### src/rtl/note_search_stream.sv
// Streams a note table against a latched fundamental and reports the nearest entry.
// Optional hysteresis toward the previous result: define NOTE_SEARCH_HYST_EN.
module note_search_stream #(
   parameter int unsigned FUNDAMENTAL_WIDTH = 38,
   parameter int unsigned INDEX_WIDTH       = 7,
   parameter int unsigned SUB_LATENCY       = 2,
   parameter logic [FUNDAMENTAL_WIDTH-1:0] HYST_MARGIN = FUNDAMENTAL_WIDTH'(1) << 19
) (
   input  logic                             clock,
   input  logic                             reset_n,
   input  logic [FUNDAMENTAL_WIDTH-1:0]     fundamental,
   input  logic                             fund_valid,
   input  logic [2*FUNDAMENTAL_WIDTH-1:0]   note_data,
   input  logic                             note_valid,
   input  logic                             note_last,
   output logic                             busy,
   output logic [FUNDAMENTAL_WIDTH-1:0]     inv_note,
   output logic [INDEX_WIDTH-1:0]           note_index,
   output logic [FUNDAMENTAL_WIDTH-1:0]     min_delta,
   output logic                             result_valid
);
   localparam int unsigned FW = FUNDAMENTAL_WIDTH;
   localparam int unsigned IW = INDEX_WIDTH;
   localparam int unsigned L  = SUB_LATENCY;

   typedef enum logic [1:0] {StIdle, StSweep, StFlush} state_e;

   state_e          state_q;
   logic [FW-1:0]   fund_q, run_min_q, run_inv_q;
   logic [IW-1:0]   run_idx_q, beat_idx_q;
   logic            done_q;

   logic            p_valid [L];
   logic            p_last  [L];
   logic [FW-1:0]   p_delta [L];
   logic [FW-1:0]   p_inv   [L];
   logic [IW-1:0]   p_idx   [L];

   logic            accept;
   logic [FW:0]     diff, diff_neg;
   logic [FW-1:0]   abs_in;

   always_comb begin
      accept   = (state_q == StSweep) && note_valid;
      diff     = {1'b0, note_data[2*FW-1:FW]} - {1'b0, fund_q};
      diff_neg = -diff;
      abs_in   = diff[FW] ? diff_neg[FW-1:0] : diff[FW-1:0];
   end

   always_ff @(posedge clock) begin
      if (!reset_n) begin
         for (int i = 0; i < L; i++) p_valid[i] <= 1'b0;
      end else begin
         p_valid[0] <= accept;
         for (int i = 1; i < L; i++) p_valid[i] <= p_valid[i-1];
      end
      p_last[0]  <= note_last;
      p_delta[0] <= abs_in;
      p_inv[0]   <= note_data[FW-1:0];
      p_idx[0]   <= beat_idx_q;
      for (int i = 1; i < L; i++) begin
         p_last[i]  <= p_last[i-1];
         p_delta[i] <= p_delta[i-1];
         p_inv[i]   <= p_inv[i-1];
         p_idx[i]   <= p_idx[i-1];
      end
   end

   logic [FW-1:0] sel_inv, sel_delta;
   logic [IW-1:0] sel_idx;

`ifdef NOTE_SEARCH_HYST_EN
   logic          has_result_q, prev_seen_q;
   logic [IW-1:0] prev_idx_q;
   logic [FW-1:0] prev_delta_q, prev_inv_q;
   logic [FW:0]   margin_sum;
   logic          keep_prev;

   always_comb begin
      margin_sum = {1'b0, run_min_q} + {1'b0, HYST_MARGIN};
      keep_prev  = has_result_q && prev_seen_q && (run_idx_q != prev_idx_q) &&
                   (margin_sum >= {1'b0, prev_delta_q});
      sel_inv    = keep_prev ? prev_inv_q   : run_inv_q;
      sel_idx    = keep_prev ? prev_idx_q   : run_idx_q;
      sel_delta  = keep_prev ? prev_delta_q : run_min_q;
   end

   always_ff @(posedge clock) begin
      if (!reset_n) begin
         has_result_q <= 1'b0;
         prev_seen_q  <= 1'b0;
         prev_idx_q   <= '0;
         prev_delta_q <= '1;
         prev_inv_q   <= '0;
      end else if (state_q == StIdle && fund_valid && !result_valid) begin
         prev_seen_q <= 1'b0;
      end else if (p_valid[L-1] && has_result_q && p_idx[L-1] == prev_idx_q) begin
         prev_seen_q  <= 1'b1;
         prev_delta_q <= p_delta[L-1];
         prev_inv_q   <= p_inv[L-1];
      end else if (done_q) begin
         has_result_q <= 1'b1;
         prev_idx_q   <= sel_idx;
      end
   end
`else
   always_comb begin
      sel_inv   = run_inv_q;
      sel_idx   = run_idx_q;
      sel_delta = run_min_q;
   end
`endif

   always_ff @(posedge clock) begin
      if (!reset_n) begin
         state_q      <= StIdle;
         fund_q       <= '0;
         run_min_q    <= '1;
         run_inv_q    <= '0;
         run_idx_q    <= '0;
         beat_idx_q   <= '0;
         done_q       <= 1'b0;
         busy         <= 1'b0;
         inv_note     <= '0;
         note_index   <= '0;
         min_delta    <= '1;
         result_valid <= 1'b0;
      end else begin
         result_valid <= 1'b0;
         unique case (state_q)
            StIdle: begin
               // The cycle that carries result_valid never starts a new sweep.
               if (fund_valid && !result_valid) begin
                  state_q    <= StSweep;
                  fund_q     <= fundamental;
                  run_min_q  <= '1;
                  run_idx_q  <= '0;
                  beat_idx_q <= '0;
                  busy       <= 1'b1;
               end
            end
            StSweep: begin
               if (accept) begin
                  beat_idx_q <= beat_idx_q + 1'b1;
                  if (note_last) state_q <= StFlush;
               end
            end
            StFlush: begin
               if (done_q) begin
                  state_q      <= StIdle;
                  done_q       <= 1'b0;
                  busy         <= 1'b0;
                  result_valid <= 1'b1;
                  inv_note     <= sel_inv;
                  note_index   <= sel_idx;
                  min_delta    <= sel_delta;
               end
            end
            default: state_q <= StIdle;
         endcase
         if (p_valid[L-1]) begin
            if (p_delta[L-1] < run_min_q) begin
               run_min_q <= p_delta[L-1];
               run_inv_q <= p_inv[L-1];
               run_idx_q <= p_idx[L-1];
            end
            if (p_last[L-1]) done_q <= 1'b1;
         end
      end
   end
endmodule

### config.mk
export PLATFORM = sky130hd
export DESIGN_NAME = note_search_stream
export DESIGN_NICKNAME = d
export VERILOG_FILES = /design/src/rtl/note_search_stream.sv
export SDC_FILE = /design/constraint.sdc
export NUM_CORES = 1
export LEC_CHECK = 0
export ABC_AREA = 0
export CORE_MARGIN = 10
export CORE_UTILIZATION = 59
export DETAILED_ROUTE_END_ITERATION = 8
export PLACE_DENSITY = 0.85
export SYNTH_ARGS = -nofsm -noshare
export SYNTH_HDL_FRONTEND = slang
export SYNTH_SLANG_ARGS = --single-unit
### constraint.sdc
create_clock -name clock -period 14 [get_ports clock]
set_input_delay 3.5 -clock clock [delete_from_list [all_inputs] [get_ports clock]]
set_output_delay 3.5 -clock clock [all_outputs]
set_load 0.05 [all_outputs]
==> impl_metrics.env, run 1 <==
export IMPL_tritoncts_buffers=39
export IMPL_critPathArrivalTime_ps=7800
export IMPL_crit_buf_inv=2
export IMPL_tns_ps=0
export IMPL_critical_path_reg2reg_endpoint="p_delta[0][24]$_DFF_P_"
export IMPL_core_area_mm2=0.02591
export IMPL_grt_antenna_before_repair=2
export IMPL_finalCritPeriodShare_pct=52.80
export IMPL_max_cap_violations=0
export IMPL_wire_length_of_the_first_global_routing_pass_um=62690
export IMPL_drc_errors=0
export IMPL_crit_fanout=19
export IMPL_finalClockSkew_ps=11.61
export IMPL_synth_fp_nets=1916
export IMPL_mostFrequentLayoutCell="sky130_fd_sc_hd__dfxtp_1"
export IMPL_flow_area_growth_from_synthesis_pct=22.85
export IMPL_wl_per_cell_um=17.60
export IMPL_grt_start_max_net_pins=143
export IMPL_timing_critical_path_max_delay_family="compound AO/OA/AOI/OAI gates"
export IMPL_synth_top_flop_cell="sky130_fd_sc_hd__dfxtp_1"
export IMPL_finalSetupViolCount=0
export IMPL_via_count_of_the_first_global_routing_pass=12370
export IMPL_min_to="p_inv[1][7]$_DFF_P_"
export IMPL_crit_reg2reg_launch="fund_q[15]$_SDFFE_PN0P_"
export IMPL_route_vias_total=12540
export IMPL_clk_latency_ps=530
export IMPL_placed_cell_area_mm2=0.01765
export IMPL_timing_critical_path_cells="clkdlybuf4s50_1, inv_1, ha_1, fa_1, nor2b_1, o2111a_1, o211ai_1, a31oi_1, a311oi_1, o21bai_1, a21oi_1, o21ai_1, a21oi_1, xor2_1"
export IMPL_hpwl_um=27650
export IMPL_yosysTopAreaCellShare_pct=49.89
export IMPL_timing_hold_violations_final=0
export IMPL_mappedNetlistArea_mm2=0.01549
export IMPL_max_stage_delay_ps=1020
export IMPL_critPathLaunchType="primary input"
export IMPL_proportion_of_layout_cells_with_a_drive_suffix_above_1_pct=5.512
export IMPL_ys_warn_count=0
export IMPL_synth_area_per_cell_um2=9.010
export IMPL_rr_worst_depth=12
export IMPL_timing_final_max_slew_violations=0
export IMPL_num_nets_final=2074
export IMPL_detail_route_antenna_nets=0
export IMPL_cts_max_level=2
export IMPL_die_height_um=182.0
export IMPL_grt_use_met3_pct=4.632
export IMPL_slew_headroom_pct=13.58
export IMPL_synth_edff_count=0
export IMPL_worst_ir_drop_vdd_mv=0.1440
export IMPL_die_area_mm2=0.03313
export IMPL_grt_util_all_layers_pct=22.66
export IMPL_dr_first_iter_drc_count=1013
export IMPL_die_width_um=182.0
export IMPL_rrSetupSlack_ps=9640
export IMPL_cts_sinks=386
export IMPL_totalWireLength_um=39480
export IMPL_worst_hold_startpoint="p_inv[0][7]$_DFF_P_"
export IMPL_avg_vias_per_cell=5.591
export IMPL_peak_clock_frequency_supported_by_timing_ghz=0.1353
export IMPL_cts_post_setup_buffers_inserted=0
export IMPL_powerDensity_mw_per_mm2=143.3
export IMPL_seq_area_frac_synth_pct=49.89
export IMPL_clock_path_buffers=3
export IMPL_slew_of_the_pin_with_the_lowest_slew_margin_ps=1288
export IMPL_worstPathRequired_ps=14410
export IMPL_cts_hold_repair_buffers=0
export IMPL_cts_root_cell="sky130_fd_sc_hd__clkbuf_16"
export IMPL_grt_util_met2_pct=37.02
export IMPL_critical_path_top_cell_by_count="sky130_fd_sc_hd__a21oi_1"
export IMPL_layout_cell_area_non_filler_mm2=0.01903
export IMPL_cts_clk_slew_worst_paths_ps=60
export IMPL_async_reset_ff_share_pct=0
export IMPL_most_common_layout_cells="sky130_fd_sc_hd__dfxtp_1, sky130_fd_sc_hd__nand2_1, sky130_fd_sc_hd__clkdlybuf4s50_1"
export IMPL_global_route_usage_met1_pct=28.94
export IMPL_placement_io_buffers=203
export IMPL_synth_top_cell_by_area="sky130_fd_sc_hd__dfxtp_1"
export IMPL_cts_tree="done"
export IMPL_master_of_the_slowest_instance_on_the_critical_path="sky130_fd_sc_hd__o21ai_1"
export IMPL_rows=59
export IMPL_crit_type="primary input to register"
export IMPL_ys_seq_elements=386
export IMPL_post_synth_num_cell_types=83
export IMPL_final_worst_path_period_need_ps=7392
export IMPL_initial_utilization_pct=59.77
export IMPL_timing_hold_worst_class="register to register"
export IMPL_boundaryPins=204
export IMPL_syn_instance_count=1719
export IMPL_outcome="finished clean"
export IMPL_grt_overflow_total=0
export IMPL_cts_repair_resized=0
export IMPL_hold_path_cell_count=0
export IMPL_finalWeightedCongestion=0.9595
export IMPL_drt_pass1_iter_count=5
export IMPL_power_static_leakage_uw=0.008166
export IMPL_grt_most_used_layer="met2"
export IMPL_critPathCaptureType="register"
export IMPL_ys_top_cells_by_area="sky130_fd_sc_hd__dfxtp_1, sky130_fd_sc_hd__nand2_1, sky130_fd_sc_hd__ha_1"
export IMPL_rsz0062_at_grt="no"
==> routing by layer <==
| layer | part of all wire [%] | routed length (um) | vias to the layer above |
|---|---|---|---|
| met1 | 44 | 17290 | 5876 |
| met2 | 47 | 18550 | 366 |
| met3 | 6.1 | 2426 | 83 |
| met4 | 3.1 | 1217 | 0 |
| met5 | 0 | 0 | - |
| li1 | - | - | 6215 |
==> Yosys cell counts (all sizes together), types with 46 or more instances <==
library cell,number
nand3,99
o21ai,78
nor3,47
o211ai,46
ha,77
a21o,47
clkbuf,80
nor2,92
inv,83
a21boi,84
a21oi,48
dfxtp,386
nand2,296
==> registers in the layout (all words and copies together), names as in the netlist, 14 cells and up <==
| name | count |
|---|---|
| run_min_q | 38 |
| p_idx | 14 |
| p_inv | 76 |
| inv_note | 38 |
| run_inv_q | 38 |
| p_delta | 76 |
| fund_q | 38 |
| min_delta | 38 |
==> worst max-delay path by stage <==
stage | slack [ps] | depth (start not counted) | to | start
final | 6610 | 14 | p_delta[0][24]$_DFF_P_ | note_data[38]
after global routing | 6220 | 12 | p_delta[0][30]$_DFF_P_ | note_data[53]
after CTS | 6710 | 14 | p_delta[0][30]$_DFF_P_ | note_data[38]
after detailed placement | 6210 | 12 | p_delta[0][30]$_DFF_P_ | note_data[53]
after global placement | 6380 | 14 | p_delta[0][29]$_DFF_P_ | note_data[38]
after floorplan | 7210 | 13 | p_delta[0][26]$_DFF_P_ | note_data[38]
==> kinds of logic (layout without fill, tap and decap cells) <==
| kind of cell | after synthesis | after routing | share of synthesized area [%] |
|---|---|---|---|
| xor gates and xnor gates | 66 | 66 | 3.781 |
| and+or+nand+nor | 630 | 630 | 18.47 |
| AOI/OAI and AO/OA | 384 | 384 | 17.14 |
| other | 0 | 3 | 0 |
| adders and majority gates | 78 | 78 | 6.350 |
| DFF | 386 | 386 | 49.89 |
| buffers and inverters | 175 | 361 | 4.371 |
==> report_power, final <==
| part | total [uW] | leakage [uW] | switching, uW | internal (uW) |
|---|---|---|---|---|
| registers | 1260 | 0.00318 | 48.5 | 1210 |
| clock network | 1090 | 0.000681 | 432 | 661 |
| logic | 378 | 0.00431 | 221 | 157 |
==> area by class of cell <==
type	instances	area, um2
multi-input combinational	1158	7117
antenna	3	7.507
tap	335	419.2
fill	1870	6885
timing repair buffer	209	2078
clock buffer	52	1125
inverter	83	311.5
sequential	386	7727
clock inverter	17	240.2
==> metrics by stage <==
step	hold WS, ps	util, %	setup WS [ps]	total power (uW)	instances
final	322.8	73.43	6608	2727	2243
after global routing	327.9	73.42	6222	2824	2242
after CTS	321.2	73.40	6708	2730	2240
after detailed placement	312.1	68.13	6208	1644	2171
after global placement	309.6	68.13	6381	1631	2171
after floorplan	309.6	-	7209	1515	1719
Note: power is estimated with default switching activity, not from simulation.
==> run 2, diff against run 1 <==
- CORE_UTILIZATION: 59 -> 50
- PLACE_DENSITY: 0.85 -> 0.76
- clock period: 14 -> 6.6 ns (I/O delays scaled with it)
==> run 2 against run 1 <==
Combinational power up 110%. Die area increased by 16%. Setup slack got worse by 5500 ps. Wire length decreased by 2.7%. Global-route usage fell by 3.5 points. Cell area hardly changed. Sequential cell count is the same. Critical endpoint is now p_delta[0][33]$_DFF_P_. Largest power group unchanged.
==> impl_metrics.env, run 2 (synthesized netlist as in run 1, its figures left out) <==
export IMPL_outcome="finished clean"
export IMPL_critPathCaptureType="register"
export IMPL_power_frac_seq_pct=47.3
export IMPL_critical_path_reg2reg_endpoint="p_delta[0][33]$_DFF_P_"
export IMPL_cts_max_level=2
export IMPL_cts_post_setup_buffers_inserted=0
export IMPL_die_height_um=196.0
export IMPL_critPathLaunchType="primary input"
export IMPL_nFillCells=2652
export IMPL_cellInternalPower_uw=4171
export IMPL_max_cap_violations=0
export IMPL_slew_of_the_pin_with_the_lowest_slew_margin_ps=1211
export IMPL_most_common_layout_cells="sky130_fd_sc_hd__dfxtp_1, sky130_fd_sc_hd__nand2_1, sky130_fd_sc_hd__clkdlybuf4s50_1"
export IMPL_route_vias_total=12240
export IMPL_powerDensity_mw_per_mm2=295.9
export IMPL_tritoncts_buffers=39
export IMPL_placement_io_buffers=203
export IMPL_mostFrequentLayoutCell="sky130_fd_sc_hd__dfxtp_1"
export IMPL_cts_sinks=386
export IMPL_slew_headroom_pct=19.08
export IMPL_p_total_uw=5632
export IMPL_largest_registers="p_delta: 76 flops, p_inv: 76 flops"
export IMPL_core_area_mm2=0.03059
export IMPL_rows=64
export IMPL_avg_vias_per_cell=5.318
export IMPL_wl_per_cell_um=16.69
export IMPL_timing_hold_violations_final=0
export IMPL_detail_route_antenna_nets=0
export IMPL_flow_area_growth_from_synthesis_pct=22.89
export IMPL_cts_root_cell="sky130_fd_sc_hd__clkbuf_16"
export IMPL_grt_start_max_net_pins=109
export IMPL_power_frac_comb_pct=14.1
export IMPL_tns_ps=0
export IMPL_finalCritPeriodShare_pct=83.22
export IMPL_finalSetupViolCount=0
export IMPL_clock_path_buffers=3
export IMPL_boundaryPins=204
export IMPL_peak_clock_frequency_supported_by_timing_ghz=0.1821
export IMPL_timing_hold_worst_class="register to register"
export IMPL_cts_repair_resized=0
export IMPL_grt_util_all_layers_pct=19.21
export IMPL_crit_fanout=5
export IMPL_worstPathRequired_ps=7000
export IMPL_timing_final_max_slew_violations=0
export IMPL_clk_latency_ps=540
export IMPL_finalWeightedCongestion=0.9572
export IMPL_via_count_of_the_first_global_routing_pass=11740
export IMPL_p_sw_share_pct=25.95
export IMPL_initial_utilization_pct=50.63
export IMPL_startpoint="note_data[38]"
export IMPL_min_to="p_inv[1][16]$_DFF_P_"
export IMPL_rrSetupSlack_ps=2370
export IMPL_cts_hold_repair_buffers=0
export IMPL_drc_errors=0
export IMPL_cts_clk_slew_worst_paths_ps=60
export IMPL_layout_cell_area_non_filler_mm2=0.01903
export IMPL_worst_hold_startpoint="p_inv[0][16]$_DFF_P_"
export IMPL_hold_path_cell_count=0
export IMPL_worst_ir_drop_vdd_mv=0.1983
export IMPL_power_static_leakage_uw=0.008121
export IMPL_dr_first_iter_drc_count=796
export IMPL_rsz0062_at_grt="no"
export IMPL_drt_pass1_iter_count=5
export IMPL_cts_tree="done"
export IMPL_grt_overflow_total=0
export IMPL_proportion_of_layout_cells_with_a_drive_suffix_above_1_pct=5.352
export IMPL_crit_type="primary input to register"
export IMPL_num_nets_final=2076
export IMPL_timing_hold_ws_ps=322.8
export IMPL_placed_cell_area_mm2=0.01774
export IMPL_antenna_diode_count=0
export IMPL_die_area_mm2=0.03841
export IMPL_grt_antenna_before_repair=0
export IMPL_finalClockSkew_ps=21.96
export IMPL_die_width_um=196.0
export IMPL_critPathArrivalTime_ps=5900
export IMPL_rr_worst_depth=12
export IMPL_totalWireLength_um=38420
export IMPL_power_net_switching_uw=1461
export IMPL_hpwl_um=27850
export IMPL_wire_length_of_the_first_global_routing_pass_um=61740
export IMPL_crit_reg2reg_launch="fund_q[0]$_SDFFE_PN0P_"
export IMPL_power_share_clock_pct=38.7
export IMPL_final_worst_path_period_need_ps=5492
## run 2: cell count changes in the layout (fill, tap and decap cells not counted), sizes merged
cell | previous run | this run
diode | 3 | 0
buf | 7 | 9
bufinv | 5 | 3
clkinvlp | 0 | 2
clkbuf | 52 | 51
## run 2: per-layer routing
layer,global-route usage [%],vias up,wire length [um]
li1,-,6231,-
met1,25.96,5658,17930
met2,30.63,295,17500
met3,3.887,59,2211
met4,4.949,0,768
met5,0,-,0
## run 2: area by class of cell
class	instances	area (um2)	share of cell area [%]
Sequential cell	386	7727	40.60
Multi-Input combinational cell	1158	7117	37.39
Timing Repair Buffer	211	2093	11.00
Clock buffer	51	1071	5.628
Tap cell	396	495.5	2.603
Inverter	83	311.5	1.637
Clock inverter	17	216.5	1.137
## run 2: worst max-delay path, stage by stage
cell and delay (ps):
sky130_fd_sc_hd__clkdlybuf4s50_1 470, sky130_fd_sc_hd__inv_1 50, sky130_fd_sc_hd__ha_1 210, sky130_fd_sc_hd__fa_1 410
sky130_fd_sc_hd__nor2b_1 310, sky130_fd_sc_hd__o2111a_1 370, sky130_fd_sc_hd__o211ai_1 140, sky130_fd_sc_hd__a31oi_1 600
sky130_fd_sc_hd__xnor2_1 250, sky130_fd_sc_hd__a21boi_0 250, sky130_fd_sc_hd__nand4b_1 170, sky130_fd_sc_hd__nor4_1 650
sky130_fd_sc_hd__a31oi_1 190, sky130_fd_sc_hd__xor2_1 170
## run 2: worst max path at each step
stage                                        end  cells past startpoint
after global routing      p_delta[0][34]$_DFF_P_                     14
after CTS                 p_delta[0][32]$_DFF_P_                     14
final                     p_delta[0][33]$_DFF_P_                     14
after global placement    p_delta[0][34]$_DFF_P_                     14
after floorplan           p_delta[0][26]$_DFF_P_                     13
after detailed placement  p_delta[0][36]$_DFF_P_                     14
## run 2: power by group through the flow
stage / combinational [uW] / sequential (uW) / clock, uW
after detailed placement: 781 / 2710 / 0
after CTS: 788 / 2660 / 2230
final: 793 / 2660 / 2180
after global routing: 881 / 2680 / 2320
after floorplan: 539 / 2670 / 0
after global placement: 771 / 2710 / 0
## run 2: through the flow
step / std cells / setup WS (ps) / utilization [%]
after floorplan: 1719 / 1659 / -
after global placement: 2234 / 769.8 / 58.01
after detailed placement: 2234 / 694.7 / 58.01
after CTS: 2302 / 1211 / 62.22
after global routing: 2302 / 854.6 / 62.22
final: 2302 / 1108 / 62.22
==> run 3, diff against run 2 <==
- CORE_UTILIZATION: 50 -> 55
- PLACE_DENSITY: 0.76 -> 0.8
- clock period: 6.6 -> 5.4 ns (I/O delays scaled with it)
==> run 3 against run 2 <==
Sequential power grew 22%. Clock power grew 17%. Cell count grew 0.39%. Sequential share of layout area shrank 0.29 points. Clock skew grew 2.5 ps. Critical path type unchanged. Setup slack lost 430 ps. Non-clock buffer count grew 27. Die area shrank 8.2%. Critical path depth is the same. First-iteration DRC count grew 10%.
==> impl_metrics.env, run 3 (synthesized netlist as in run 1, its figures left out) <==
export IMPL_proportion_of_layout_cells_with_a_drive_suffix_above_1_pct=6.573
export IMPL_cts_root_cell="sky130_fd_sc_hd__clkbuf_16"
export IMPL_crit_fanout=4
export IMPL_timing_critical_path_max_delay_family="simple AND/OR/NAND/NOR gates"
export IMPL_clock_path_buffers=3
export IMPL_wl_per_cell_um=16.38
export IMPL_cts_post_setup_buffers_inserted=0
export IMPL_finalCritPeriodShare_pct=87.37
export IMPL_tns_ps=0
export IMPL_finalClockSkew_ps=24.48
export IMPL_final_critical_path_setup_slack_ps=681.8
export IMPL_wire_length_of_the_first_global_routing_pass_um=60920
export IMPL_core_area_mm2=0.02778
export IMPL_master_of_the_slowest_instance_on_the_critical_path="sky130_fd_sc_hd__or4_4"
export IMPL_via_count_of_the_first_global_routing_pass=12000
export IMPL_totalWireLength_um=37860
export IMPL_rows=61
export IMPL_mostFrequentLayoutCell="sky130_fd_sc_hd__dfxtp_1"
export IMPL_critPathLaunchType="primary input"
export IMPL_worst_ir_drop_vdd_mv=0.2584
export IMPL_final_worst_path_period_need_ps=4718
export IMPL_most_common_layout_cells="sky130_fd_sc_hd__dfxtp_1, sky130_fd_sc_hd__nand2_1, sky130_fd_sc_hd__clkdlybuf4s50_1"
export IMPL_die_width_um=187.8
export IMPL_max_stage_delay_ps=550
export IMPL_critPathCaptureType="register"
export IMPL_die_height_um=187.8
export IMPL_slew_of_the_pin_with_the_lowest_slew_margin_ps=1185
export IMPL_cts_repair_resized=0
export IMPL_post_route_util_pct=68.99
export IMPL_crit_type="primary input to register"
export IMPL_avg_vias_per_cell=5.402
export IMPL_initial_utilization_pct=55.75
export IMPL_finalSetupViolCount=0
export IMPL_finalWeightedCongestion=0.8988
export IMPL_flow_area_growth_from_synthesis_pct=23.76
export IMPL_cts_tree="done"
export IMPL_crit_buf_inv=2
export IMPL_grt_util_all_layers_pct=20.54
export IMPL_powerDensity_mw_per_mm2=355.1
export IMPL_critPathArrivalTime_ps=5180
export IMPL_grt_antenna_before_repair=1
export IMPL_timing_hold_worst_class="register to register"
export IMPL_timing_final_max_slew_violations=0
export IMPL_timing_hold_violations_final=0
export IMPL_dr_first_iter_drc_count=878
export IMPL_route_vias_total=12490
export IMPL_timing_hold_ws_ps=324.7
export IMPL_worstPathRequired_ps=5860
export IMPL_rrSetupSlack_ps=1570
export IMPL_largest_registers="p_delta: 76 flops, p_inv: 76 flops"
export IMPL_power_static_leakage_uw=0.008225
export IMPL_tritoncts_buffers=39
export IMPL_drt_pass1_iter_count=5
export IMPL_cts_hold_repair_buffers=0
export IMPL_placement_io_buffers=203
export IMPL_grt_overflow_total=0
export IMPL_die_area_mm2=0.03527
export IMPL_drc_errors=0
export IMPL_cts_clk_slew_worst_paths_ps=60
export IMPL_pre_cts_slack_ps=127.6
export IMPL_outcome="finished clean"
export IMPL_p_total_uw=6807
export IMPL_num_nets_final=2103
export IMPL_timing_critical_path_cells="clkdlybuf4s50_1, inv_1, ha_1, fa_1, nor2b_1, o2111a_1, o21a_1, nor2_1, xnor2_2, or4b_4, or4_4, or4_4, o21ai_2, xor2_1"
export IMPL_slew_headroom_pct=20.84
export IMPL_cts_max_level=2
export IMPL_critical_path_top_cell_by_count="sky130_fd_sc_hd__or4_4"
export IMPL_detail_route_antenna_nets=0
export IMPL_cts_sinks=386
export IMPL_hpwl_um=27540
export IMPL_clk_latency_ps=540
export IMPL_max_cap_violations=0
export IMPL_grt_start_max_net_pins=182
export IMPL_peak_clock_frequency_supported_by_timing_ghz=0.2119
export IMPL_boundaryPins=204
export IMPL_rsz0062_at_grt="no"
run 3: final cells by class:
class	instances	area (um2)
diodes	1	2.502
clock buffers	55	1116
clock inverters	12	98.84
fillers	2227	8615
inverters	83	311.5
multi-input cells	1158	7117
flip-flops and latches	386	7727
well taps	378	473.0
repair buffers	238	2321
run 3: routing by layer:
metal	up-vias	GRT usage [%]	routed length (um)
li1	6288	-	-
met1	5789	26.55	16980
met2	355	33.97	17690
met3	53	4.750	2480
met4	0	5.077	708
met5	-	0	0
run 3: final timing paths:
path	start	to	cells past startpoint
max	note_data[38]	p_delta[0][26]$_DFF_P_	14
min	p_inv[0][8]$_DFF_P_	p_inv[1][8]$_DFF_P_	0
max reg2reg	fund_q[18]$_SDFFE_PN0P_	p_delta[0][37]$_DFF_P_	13
min reg2reg	p_inv[0][8]$_DFF_P_	p_inv[1][8]$_DFF_P_	0
run 3: metrics by stage:
step                      instance area (um2)  std cells
after floorplan                         15490       1719
after global placement                  17950       2243
after detailed placement                17950       2243
after CTS                               19160       2310
after global routing                    19160       2310
final                                   19170       2311
run 3: worst register-to-register path: stages (launching register included):
cell and delay, ps:
sky130_fd_sc_hd__dfxtp_1 330, sky130_fd_sc_hd__inv_1 40, sky130_fd_sc_hd__ha_1 410, sky130_fd_sc_hd__nand2_1 180, sky130_fd_sc_hd__nor4_1 610, sky130_fd_sc_hd__a221oi_1 270
sky130_fd_sc_hd__a31oi_1 370, sky130_fd_sc_hd__buf_4 210, sky130_fd_sc_hd__a31oi_1 90, sky130_fd_sc_hd__xor2_1 340, sky130_fd_sc_hd__o211ai_1 180, sky130_fd_sc_hd__nor3_1 330
sky130_fd_sc_hd__a41oi_1 190, sky130_fd_sc_hd__xnor2_1 160
run 3: power by group:
part / internal (uW) / switching [uW]
Sequential: 3130 / 119
Clock: 1450 / 1090
Combinational: 443 / 570
Total: 5030 / 1780
==> patch (settings of run 2) <==
The option `NOTE_SEARCH_HYST_EN` is turned on by a define.
--- a/src/rtl/note_search_stream.sv
+++ b/src/rtl/note_search_stream.sv
@@ -1,5 +1,7 @@
 // Streams a note table against a latched fundamental and reports the nearest entry.
 // Optional hysteresis toward the previous result: define NOTE_SEARCH_HYST_EN.
+`define NOTE_SEARCH_HYST_EN
+
 module note_search_stream #(
    parameter int unsigned FUNDAMENTAL_WIDTH = 38,
    parameter int unsigned INDEX_WIDTH       = 7,
Behaviour: no difference found for any inputs over 4 cycles, from zero or initial values and one cycle with reset_n low; that may be too few to reach the edited logic, so the function may still have changed.
==> patch against run 2 <==
  * Synthesized area increased by 37%
  * Combinational power increased by 11%
  * Critical path type unchanged
  * Cell count increased by 38%
  * Largest power group unchanged
  * Register-to-register slack got worse by 1.1 ns
  * Power increased by 26%
  * Non-clock buffer count increased by 6
  * Die area increased by 33%
  * Sequential cell count increased by 85
  * First-iteration DRC count increased by 69%
  * Maximum frequency increased by 2.9%
  * Worst setup slack improved by 0.15 ns
  * Routed wire length increased by 38%
  * Design area increased by 33%
==> patch: results (changes against run 2) <==
[outcome]
outcome = finished, final reports clean

[finish]
clock_buffers = 62  ; +22%
seq_share_pct = 37.3  ; -3.3 points
num-nonclk-inverters = 131  ; +58%
nonClkBufAreaFrac_pct = 8.58  ; -2.4 points
clock_area_share_pct = 7.01  ; +0.25 points
drive_gt1_share_pct = 5.02  ; -0.33 points
multiInputGateArea_mm2 = 0.0107  ; +51%
non_clock_buffer_count = 217  ; +2.8%
num-fill-cells = 3638  ; +37%
nMultiInputCombCells = 1717  ; +48%
seqCellArea_mm2 = 0.00943  ; +22%
final_cell_count_no_fill = 3166  ; +38%
n_sequential_cell = 471  ; +22%

[routing]
vias = 17800  ; +45%
wl_per_cell_um = 16.8  ; +0.44%
first_iter_violations = 1342  ; +69%

[synth]
yosys-top-cells-count = dfxtp_1, nand2_1, o21ai_0
synth.avg_cell_area_um2 = 8.57  ; -4.8%
syn-num-nets = 2716  ; +42%
synthDistinctLibCells = 79  ; -4.8%
ys_top_cells_by_area = dfxtp_1, nand2_1, ha_1
seq_area_frac_synth_pct = 44.3  ; -5.6 points

[worst_setup_path]
r2r_setup_slack_ns = 1.28  ; -1.09 ns
crit_slowest_cell = a221o_1
r2r_cells = 17  ; +5
crit_end = p_delta[0][11]
reg2reg_from = run_min_q[21]
slowest_delay_ns = 0.67  ; +0.02 ns
r2r-end = prev_idx_q[3]
crit_arrival_ns = 5.78  ; -0.12 ns
crit_path_max_fanout = 20  ; +15

[cts]
cts.clk_slew.worst_paths_ns = 0.06  ; about the same
cts_buffers = 49  ; +26%
cts_setup_buffers = 0  ; unchanged
clk_latency_ns = 0.60  ; +0.06 ns

[placement]
dp.cells = 3075  ; +38%
gp_congestion = 0.877  ; -8.4%
dpl.hpwl_um = 37000  ; +33%
post-place-ws_ns = 0.734  ; +0.0396 ns
place_area_mm2 = 0.0235  ; +32%

[sta]
whs_ns = 0.312  ; -0.0104 ns
fin_skew_ns = 0.0262  ; +0.00427 ns
max_slew_margin_pct = 26.9  ; +7.8 points
period_needed_ns = 5.34  ; -0.154 ns

[hold_path]
min_path_type = reg -> reg
min_from = p_last[0][0]
min_to = p_last[0][1]

[floorplan]
die_width_um = 226  ; +15%

[power]
ir_worst_vdd_mv = 0.300  ; +51%
p_leak_nw = 10.6  ; +30%

[grt]
grt.total_usage_pct = 20.1  ; +0.91 points
grt_pass1_vias = 17000  ; +45%

==> patch: changes by cell type after synthesis, sizes merged, moves of 47 or more <==
cell and change:
and4 +76, dfxtp +85, inv +48, clkbuf +60
a31oi +47, nand2 +117, o21ai +113
==> patch: cell families after synthesis <==
logic type	Yosys count	share of synthesized area, %
buf+inv	292	5.36
compound gates	565	17.1
xor+xnor	87	3.58
mux	12	0.571
fa+ha+maj	117	6.92
simple gates	936	22.1
flops	471	44.3
==> patch: worst max-delay path: cells and delay by family <==
kind            cells  cell delay, ns
compound gates      8            2.47
simple gates        1            0.22
xor+xnor            1            0.18
buf+inv             2            0.49
fa+ha+maj           2            0.74
==> patch: per-layer routing <==
metal  wire length [µm]  share of wire [%]  track usage [%]
met4               1090                2.1             5.76
met5                 33              0.062                0
met1              24500                 46             26.6
met2              24300                 46             32.7
met3               3110                5.9             4.02
==> patch: power by group <==
part / internal [mW] / switching [mW]
logic: 0.373 / 0.508
clock network: 1.81 / 1.17
registers: 3.07 / 0.156
total: 5.25 / 1.83
